[src/rtl/cordic_rot_iter_if.sv]
// Operand/result bundle for the iterative CORDIC rotator.
// The master is the operand source, which also consumes results; the slave is the engine.
interface cordic_rot_iter_if #(
  parameter int WIDTH = 16
);
  logic                    start;
  logic signed [WIDTH-1:0] x_in;
  logic signed [WIDTH-1:0] y_in;
  logic signed [WIDTH-1:0] z_in;
  logic                    busy;
  logic                    done;
  logic signed [WIDTH-1:0] x_out;
  logic signed [WIDTH-1:0] y_out;
  logic signed [WIDTH-1:0] z_out;

  modport master (
    output start, x_in, y_in, z_in,
    input  busy, done, x_out, y_out, z_out
  );

  modport slave (
    input  start, x_in, y_in, z_in,
    output busy, done, x_out, y_out, z_out
  );
endinterface

[src/rtl/cordic_rot_iter.sv]
// Iterative circular-mode CORDIC rotator: one micro-rotation per cycle, done ITERS+1 cycles after start.
// No backpressure: start is only honoured in IDLE, and results are held until the next done.
module cordic_rot_iter #(
  parameter int WIDTH  = 16,
  parameter int ITER_W = 4,
  parameter int ITERS  = 16
) (
  input  logic              clk,
  input  logic              sync_reset,
  cordic_rot_iter_if.slave  bus,
  input  logic [ITER_W-1:0] iter,
  output logic              cnt_load,
  output logic              cnt_count,
  output logic              cnt_up_down,
  output logic [ITER_W-1:0] cnt_N
);
  typedef enum logic [1:0] {IDLE, RUN, DONE} state_t;

  // atan(2^-i) with pi = 2^31; narrower widths keep the top WIDTH bits
  localparam logic [31:0] ATAN_TBL [32] = '{
    32'd536870912, 32'd316933406, 32'd167458907, 32'd85004756,
    32'd42667331,  32'd21354465,  32'd10679838,  32'd5340245,
    32'd2670163,   32'd1335087,   32'd667544,    32'd333772,
    32'd166886,    32'd83443,     32'd41722,     32'd20861,
    32'd10430,     32'd5215,      32'd2608,      32'd1304,
    32'd652,       32'd326,       32'd163,       32'd81,
    32'd41,        32'd20,        32'd10,        32'd5,
    32'd3,         32'd1,         32'd1,         32'd0
  };

  state_t                  state;
  logic signed [WIDTH-1:0] x, y, z;
  logic signed [WIDTH-1:0] x_sh, y_sh, atan_w;
  logic signed [WIDTH-1:0] x_nxt, y_nxt, z_nxt;
  logic [4:0]              idx;
  logic                    last;

  assign idx         = 5'(iter);
  assign atan_w      = WIDTH'(ATAN_TBL[idx] >> (32 - WIDTH));
  assign last        = (iter == ITER_W'(ITERS - 1));
  assign cnt_up_down = 1'b0;
  assign cnt_N       = '0;
  assign cnt_load    = !sync_reset && (state == IDLE) && bus.start;
  assign cnt_count   = !sync_reset && (state == RUN) && !last;

  always_comb begin
    x_sh = x >>> iter;
    y_sh = y >>> iter;
    if (!z[WIDTH-1]) begin
      x_nxt = x - y_sh;
      y_nxt = y + x_sh;
      z_nxt = z - atan_w;
    end else begin
      x_nxt = x + y_sh;
      y_nxt = y - x_sh;
      z_nxt = z + atan_w;
    end
  end

  always_ff @(posedge clk) begin
    if (sync_reset) begin
      state     <= IDLE;
      bus.busy  <= 1'b0;
      bus.done  <= 1'b0;
      x         <= '0;
      y         <= '0;
      z         <= '0;
      bus.x_out <= '0;
      bus.y_out <= '0;
      bus.z_out <= '0;
    end else begin
      case (state)
        IDLE: begin
          bus.done <= 1'b0;
          if (bus.start) begin
            x        <= bus.x_in;
            y        <= bus.y_in;
            z        <= bus.z_in;
            bus.busy <= 1'b1;
            state    <= RUN;
          end
        end
        RUN: begin
          x <= x_nxt;
          y <= y_nxt;
          z <= z_nxt;
          // Final rotation lands directly in the result registers so they are valid with done
          if (last) begin
            bus.x_out <= x_nxt;
            bus.y_out <= y_nxt;
            bus.z_out <= z_nxt;
            bus.done  <= 1'b1;
            bus.busy  <= 1'b0;
            state     <= DONE;
          end
        end
        DONE: begin
          bus.done <= 1'b0;
          state    <= IDLE;
        end
        default: begin
          bus.done <= 1'b0;
          bus.busy <= 1'b0;
          state    <= IDLE;
        end
      endcase
    end
  end
endmodule

[src/flat_wrapper.sv]
// flat-port wrapper written by rule: the top's interface ports become plain ports
module cordic_rot_iter_flat 
#(
  parameter int WIDTH  = 16,
  parameter int ITER_W = 4,
  parameter int ITERS  = 16
)
  (clk, sync_reset, iter, cnt_load, cnt_count, cnt_up_down, cnt_N, bus_start, bus_x_in, bus_y_in, bus_z_in, bus_busy, bus_done, bus_x_out, bus_y_out, bus_z_out);
  cordic_rot_iter_if #(.WIDTH(WIDTH)) bus_i ();
  input  logic clk;
  input  logic sync_reset;
  input  logic [ITER_W-1:0] iter;
  output logic cnt_load;
  output logic cnt_count;
  output logic cnt_up_down;
  output logic [ITER_W-1:0] cnt_N;
  input wire logic [$bits(bus_i.start)-1:0] bus_start;
  input wire logic [$bits(bus_i.x_in)-1:0] bus_x_in;
  input wire logic [$bits(bus_i.y_in)-1:0] bus_y_in;
  input wire logic [$bits(bus_i.z_in)-1:0] bus_z_in;
  output wire logic [$bits(bus_i.busy)-1:0] bus_busy;
  output wire logic [$bits(bus_i.done)-1:0] bus_done;
  output wire logic [$bits(bus_i.x_out)-1:0] bus_x_out;
  output wire logic [$bits(bus_i.y_out)-1:0] bus_y_out;
  output wire logic [$bits(bus_i.z_out)-1:0] bus_z_out;
  assign bus_i.start = bus_start;
  assign bus_i.x_in = bus_x_in;
  assign bus_i.y_in = bus_y_in;
  assign bus_i.z_in = bus_z_in;
  assign bus_busy = bus_i.busy;
  assign bus_done = bus_i.done;
  assign bus_x_out = bus_i.x_out;
  assign bus_y_out = bus_i.y_out;
  assign bus_z_out = bus_i.z_out;
  cordic_rot_iter #(.WIDTH(WIDTH), .ITER_W(ITER_W), .ITERS(ITERS)) u_core (.clk(clk), .sync_reset(sync_reset), .bus(bus_i), .iter(iter), .cnt_load(cnt_load), .cnt_count(cnt_count), .cnt_up_down(cnt_up_down), .cnt_N(cnt_N));
endmodule
[config.mk]
export PLATFORM = sky130hd
export DESIGN_NAME = cordic_rot_iter_flat
export DESIGN_NICKNAME = d
export VERILOG_FILES = /design/src/rtl/cordic_rot_iter_if.sv /design/src/rtl/cordic_rot_iter.sv /design/src/flat_wrapper.sv
export SDC_FILE = /design/constraint.sdc
export NUM_CORES = 1
export LEC_CHECK = 0
export CAP_MARGIN = 20
export CORE_MARGIN = 1.5
export CORE_UTILIZATION = 52
export CTS_BUF_LIST = sky130_fd_sc_hd__clkbuf_8 sky130_fd_sc_hd__clkbuf_16
export CTS_CLUSTER_DIAMETER = 50
export CTS_CLUSTER_SIZE = 28
export DETAILED_ROUTE_END_ITERATION = 8
export HOLD_SLACK_MARGIN = 0.1
export PLACE_DENSITY = 0.86
export SLEW_MARGIN = 15
export SYNTH_ARGS = -nofsm -noshare
export SYNTH_HDL_FRONTEND = slang
export SYNTH_SLANG_ARGS = --single-unit
[constraint.sdc]
create_clock -name clk -period 4.5 [get_ports clk]
set_input_delay 0.45 -clock clk [delete_from_list [all_inputs] [get_ports clk]]
set_output_delay 0.45 -clock clk [all_outputs]
set_load 0.05 [all_outputs]
==> results.yml <==
outcome:
  status: "finished, final reports clean"
worst_setup_path:
  cpPeakStageDelay_ns: 0.56
  crit_chain: "clkbuf_4, buf_12, mux4_1, mux4_2, and4b_1, and3b_2, and3_4, a21oi_1, xor2_1, ha_1, and3_1, nand3_1, o211ai_1, a41oi_2, or4_1, o2111ai_1, a211oi_1"
  cp.required_ns: 4.70
  crit_type: "in -> reg"
  cp-start-kind: "input port"
  path_delay_family: "simple AND/OR/NAND/NOR gates"
  crit_buf_inv: 2
  crit_slowest_cell: "mux4_1"
  crit_fanout: 6
  cp-endpoint: "u_core.x[15]"
  worstPathArrival_ns: 4.51
  worstSetupStartpoint: "iter[0]"
  reg2reg_from: "u_core.y[3]"
  crit_cells: 17
  cp-end-kind: "flip-flop"
  rrSetupSlack_ns: 0.22
  r2r_cells: 15
  r2r_end: "u_core.x[15]"
drt:
  top_layer: "met4"
  wirelength_met1_mm: 11.9
  met2_length_mm: 14.8
  wl_mm: 30.2
  vias_per_cell: 6.11
  drtIter0Drc: 772
  first_pass_iters: 5
  post_drt_wl_per_cell_um: 19.3
  remaining_drc_errors: 0
  antenna_left: 0
  vias: 9569
  met3_length_mm: 1.83
grt:
  track_usage_pct: 33.5
  grt_pass1_vias: 9453
  grt_start_max_net_pins: 58
  antenna_found_initial: 0
  grt_remaining_overflow: 0
  grt_pass1_wl_mm: 47.7
cts:
  cts_tree: "done"
  clkLatencyLatePin_ns: 0.36
  ctsHoldBuffers: 0
  cts_root_buf: "clkbuf_16"
  cts-buffers-inserted: 9
  cts_num_sinks: 100
  htreeDepth: 3
  cts.clk_slew.worst_paths_ns: 0.07
  ctsLongestPathBuffers: 2
placement:
  place_congestion: 1.01
  hpwl_mm: 22.7
  numPortBuffers: 106
  dp.cells: 1550
logic_synthesis:
  synth_top_area_cell: "dfxtp_1"
  avgSynthCellArea_um2: 8.20
  synthCells: 1090
  ys_types: 75
  synthArstFlopShare_pct: 0
  synth_area_leaders: "dfxtp_1 (22%), ha_1 (8.5%), mux2i_1 (6.2%)"
  synth.top_cell.area_share_pct: 22.4
  ys.flop_type: "dfxtp_1"
  ys_seq_area_share_pct: 22.4
  synth_edf_count: 0
  netlist_area_um2: 8940
  synth_warnings: 0
  ys_ff_latch: 100
sta:
  fmax_mhz: 232
  relSlewSlack_pct: 38.1
  worst_pin_slew_ns: 0.929
  hold_viol: 0
  slew_violations: 0
  fin_crit_sh_pct: 95.8
  setup_viol: 0
  worst_hold_slack_ns: 0.453
  min_period_ns: 4.31
  skew_ns: 0.00944
cells_and_area:
  n_antenna_cell: 0
  mostFrequentLayoutCell: "buf_4"
  area_growth_pct: 33.3
  final_cell_mix: "buf_4 (204), nand2_1 (123), nor2_1 (105), clkdlybuf4s50_1 (101), dfxtp_1 (100)"
  drive_gt1_share_pct: 22.0
  fin_util_pct: 71.4
  final_cells: 1566
  finalNetCount: 1461
power:
  ir_drop_mv: 0.333
  swShare_pct: 43.4
  clkPwrFrac_pct: 13.8
  switching_power_w: 0.00257
  p_per_area_nw_per_um2: 496
  p_leak_nw: 4.99
  seq_power_share_pct: 19.7
  p_total_w: 0.00591
  p_int_w: 0.00335
  combinationalPowerShare_pct: 66.5
floorplanning:
  start_util_pct: 53.5
  die_area_um2: 18000
  pin_count: 112
  die_x_um: 134
  dieHeight_um: 134
  num_rows: 47
  coreArea_um2: 16700
job:
  maxCapViolations: 0
hold_path:
  worstHoldPathType: "reg -> reg"
## final cells by class
| type | count | area, µm² |
|---|---|---|
| sequential | 100 | 2000 |
| clock inverter | 5 | 53.8 |
| fill | 1257 | 4780 |
| multi-input combinational | 895 | 6600 |
| clock buffer | 10 | 239 |
| inverter | 21 | 78.8 |
| tap | 220 | 275 |
| timing repair buffer | 315 | 2680 |
## power groups by stage
stage / logic, W / registers [W] / clock network, W
5_1_grt: 0.00426 / 0.00117 / 0.000854
4_1_cts: 0.00383 / 0.00115 / 0.000820
2_1_floorplan: 0.00225 / 0.00114 / 0
3_5_place_dp: 0.00376 / 0.00117 / 0
6_report: 0.00393 / 0.00117 / 0.000818
3_3_place_gp: 0.00366 / 0.00117 / 0
## routing by layer
layer  global-route usage, %  vias up
met4                    19.4        0
met3                    5.48      110
met2                    57.7      400
met5                       0        -
li1                        -     4487
met1                    39.4     4572
## cell families (layout without fill, tap and decap cells)
| group | after synthesis | after routing | share of synthesized area (%) |
|---|---|---|---|
| buf+inv | 99 | 351 | 4.88 |
| other cells | 1 | 5 | 0.0419 |
| fa+ha+maj | 64 | 64 | 9.21 |
| flops | 100 | 100 | 22.4 |
| xor+xnor | 75 | 75 | 7.50 |
| compound gates | 296 | 296 | 22.3 |
| simple gates | 354 | 354 | 18.4 |
| mux | 101 | 101 | 15.3 |
## flip-flops by register name (all words and copies together) (netlist names)
name              cells
u_core.bus.x_out     16
u_core.bus.y_out     16
u_core.bus.z_out     16
u_core.x             16
u_core.y             16
u_core.z             16
u_core.state          2
u_core.bus.busy       1
u_core.bus.done       1
## worst min-delay path by stage
stage / from / end / slack [ns] / cells past startpoint
floorplan: u_core.z[2] / u_core.z[2] / 0.48 / 2
global placement: u_core.bus.x_out[4] / u_core.bus.x_out[4] / 0.44 / 2
detailed placement: u_core.bus.z_out[0] / u_core.bus.z_out[0] / 0.45 / 2
CTS: u_core.bus.x_out[12] / u_core.bus.x_out[12] / 0.46 / 2
global route: u_core.bus.x_out[8] / u_core.bus.x_out[8] / 0.48 / 2
finish: u_core.bus.y_out[13] / u_core.bus.y_out[13] / 0.45 / 2
## per-stage QoR
| step | worst slack (ns) | instance area [µm²] | setup TNS, ns |
|---|---|---|---|
| floorplan | -0.0254 | 8960 | -0.0254 |
| global placement | -0.326 | 11500 | -5.44 |
| detailed placement | -0.556 | 11500 | -8.75 |
| CTS | 0.00692 | 11900 | 0 |
| global route | -0.000111 | 11900 | -0.000111 |
| finish | 0.190 | 11900 | 0 |
## synthesized netlist by cell type, types with 7 or more instances
library cell,n
xor2_1,29
o21ai_0,21
nor2_1,105
inv_1,19
and2_1,12
nand3_1,11
nor3_1,29
clkbuf_1,46
buf_2,10
o211ai_1,15
a21oi_1,100
o21a_1,12
xnor2_1,45
mux2i_1,55
nand2b_1,14
nand2_1,123
nor2b_1,12
buf_1,13
a21o_1,14
a211oi_1,58
ha_1,61
mux2_2,19
a221oi_1,7
and3_1,12
o21bai_1,12
a31oi_1,10
dfxtp_1,100
mux4_2,22
## worst register-to-register path, cell delays in order (launching register included)
cell	delay [ns]
dfxtp_1	0.42
mux4_1	0.53
mux4_2	0.49
and4b_1	0.29
and3b_2	0.21
and3_4	0.20
a21oi_1	0.07
xor2_1	0.20
ha_1	0.31
and3_1	0.15
nand3_1	0.10
o211ai_1	0.28
a41oi_2	0.18
or4_1	0.50
o2111ai_1	0.12
a211oi_1	0.07
## timing repair
action	4_1_cts	5_1_grt
resized for setup	8	15
buffers inserted	0	1
gates cloned	0	0
endpoints found under the setup margin	8	31
pin swaps	1	2
Note: power is estimated with default switching activity, not from simulation.
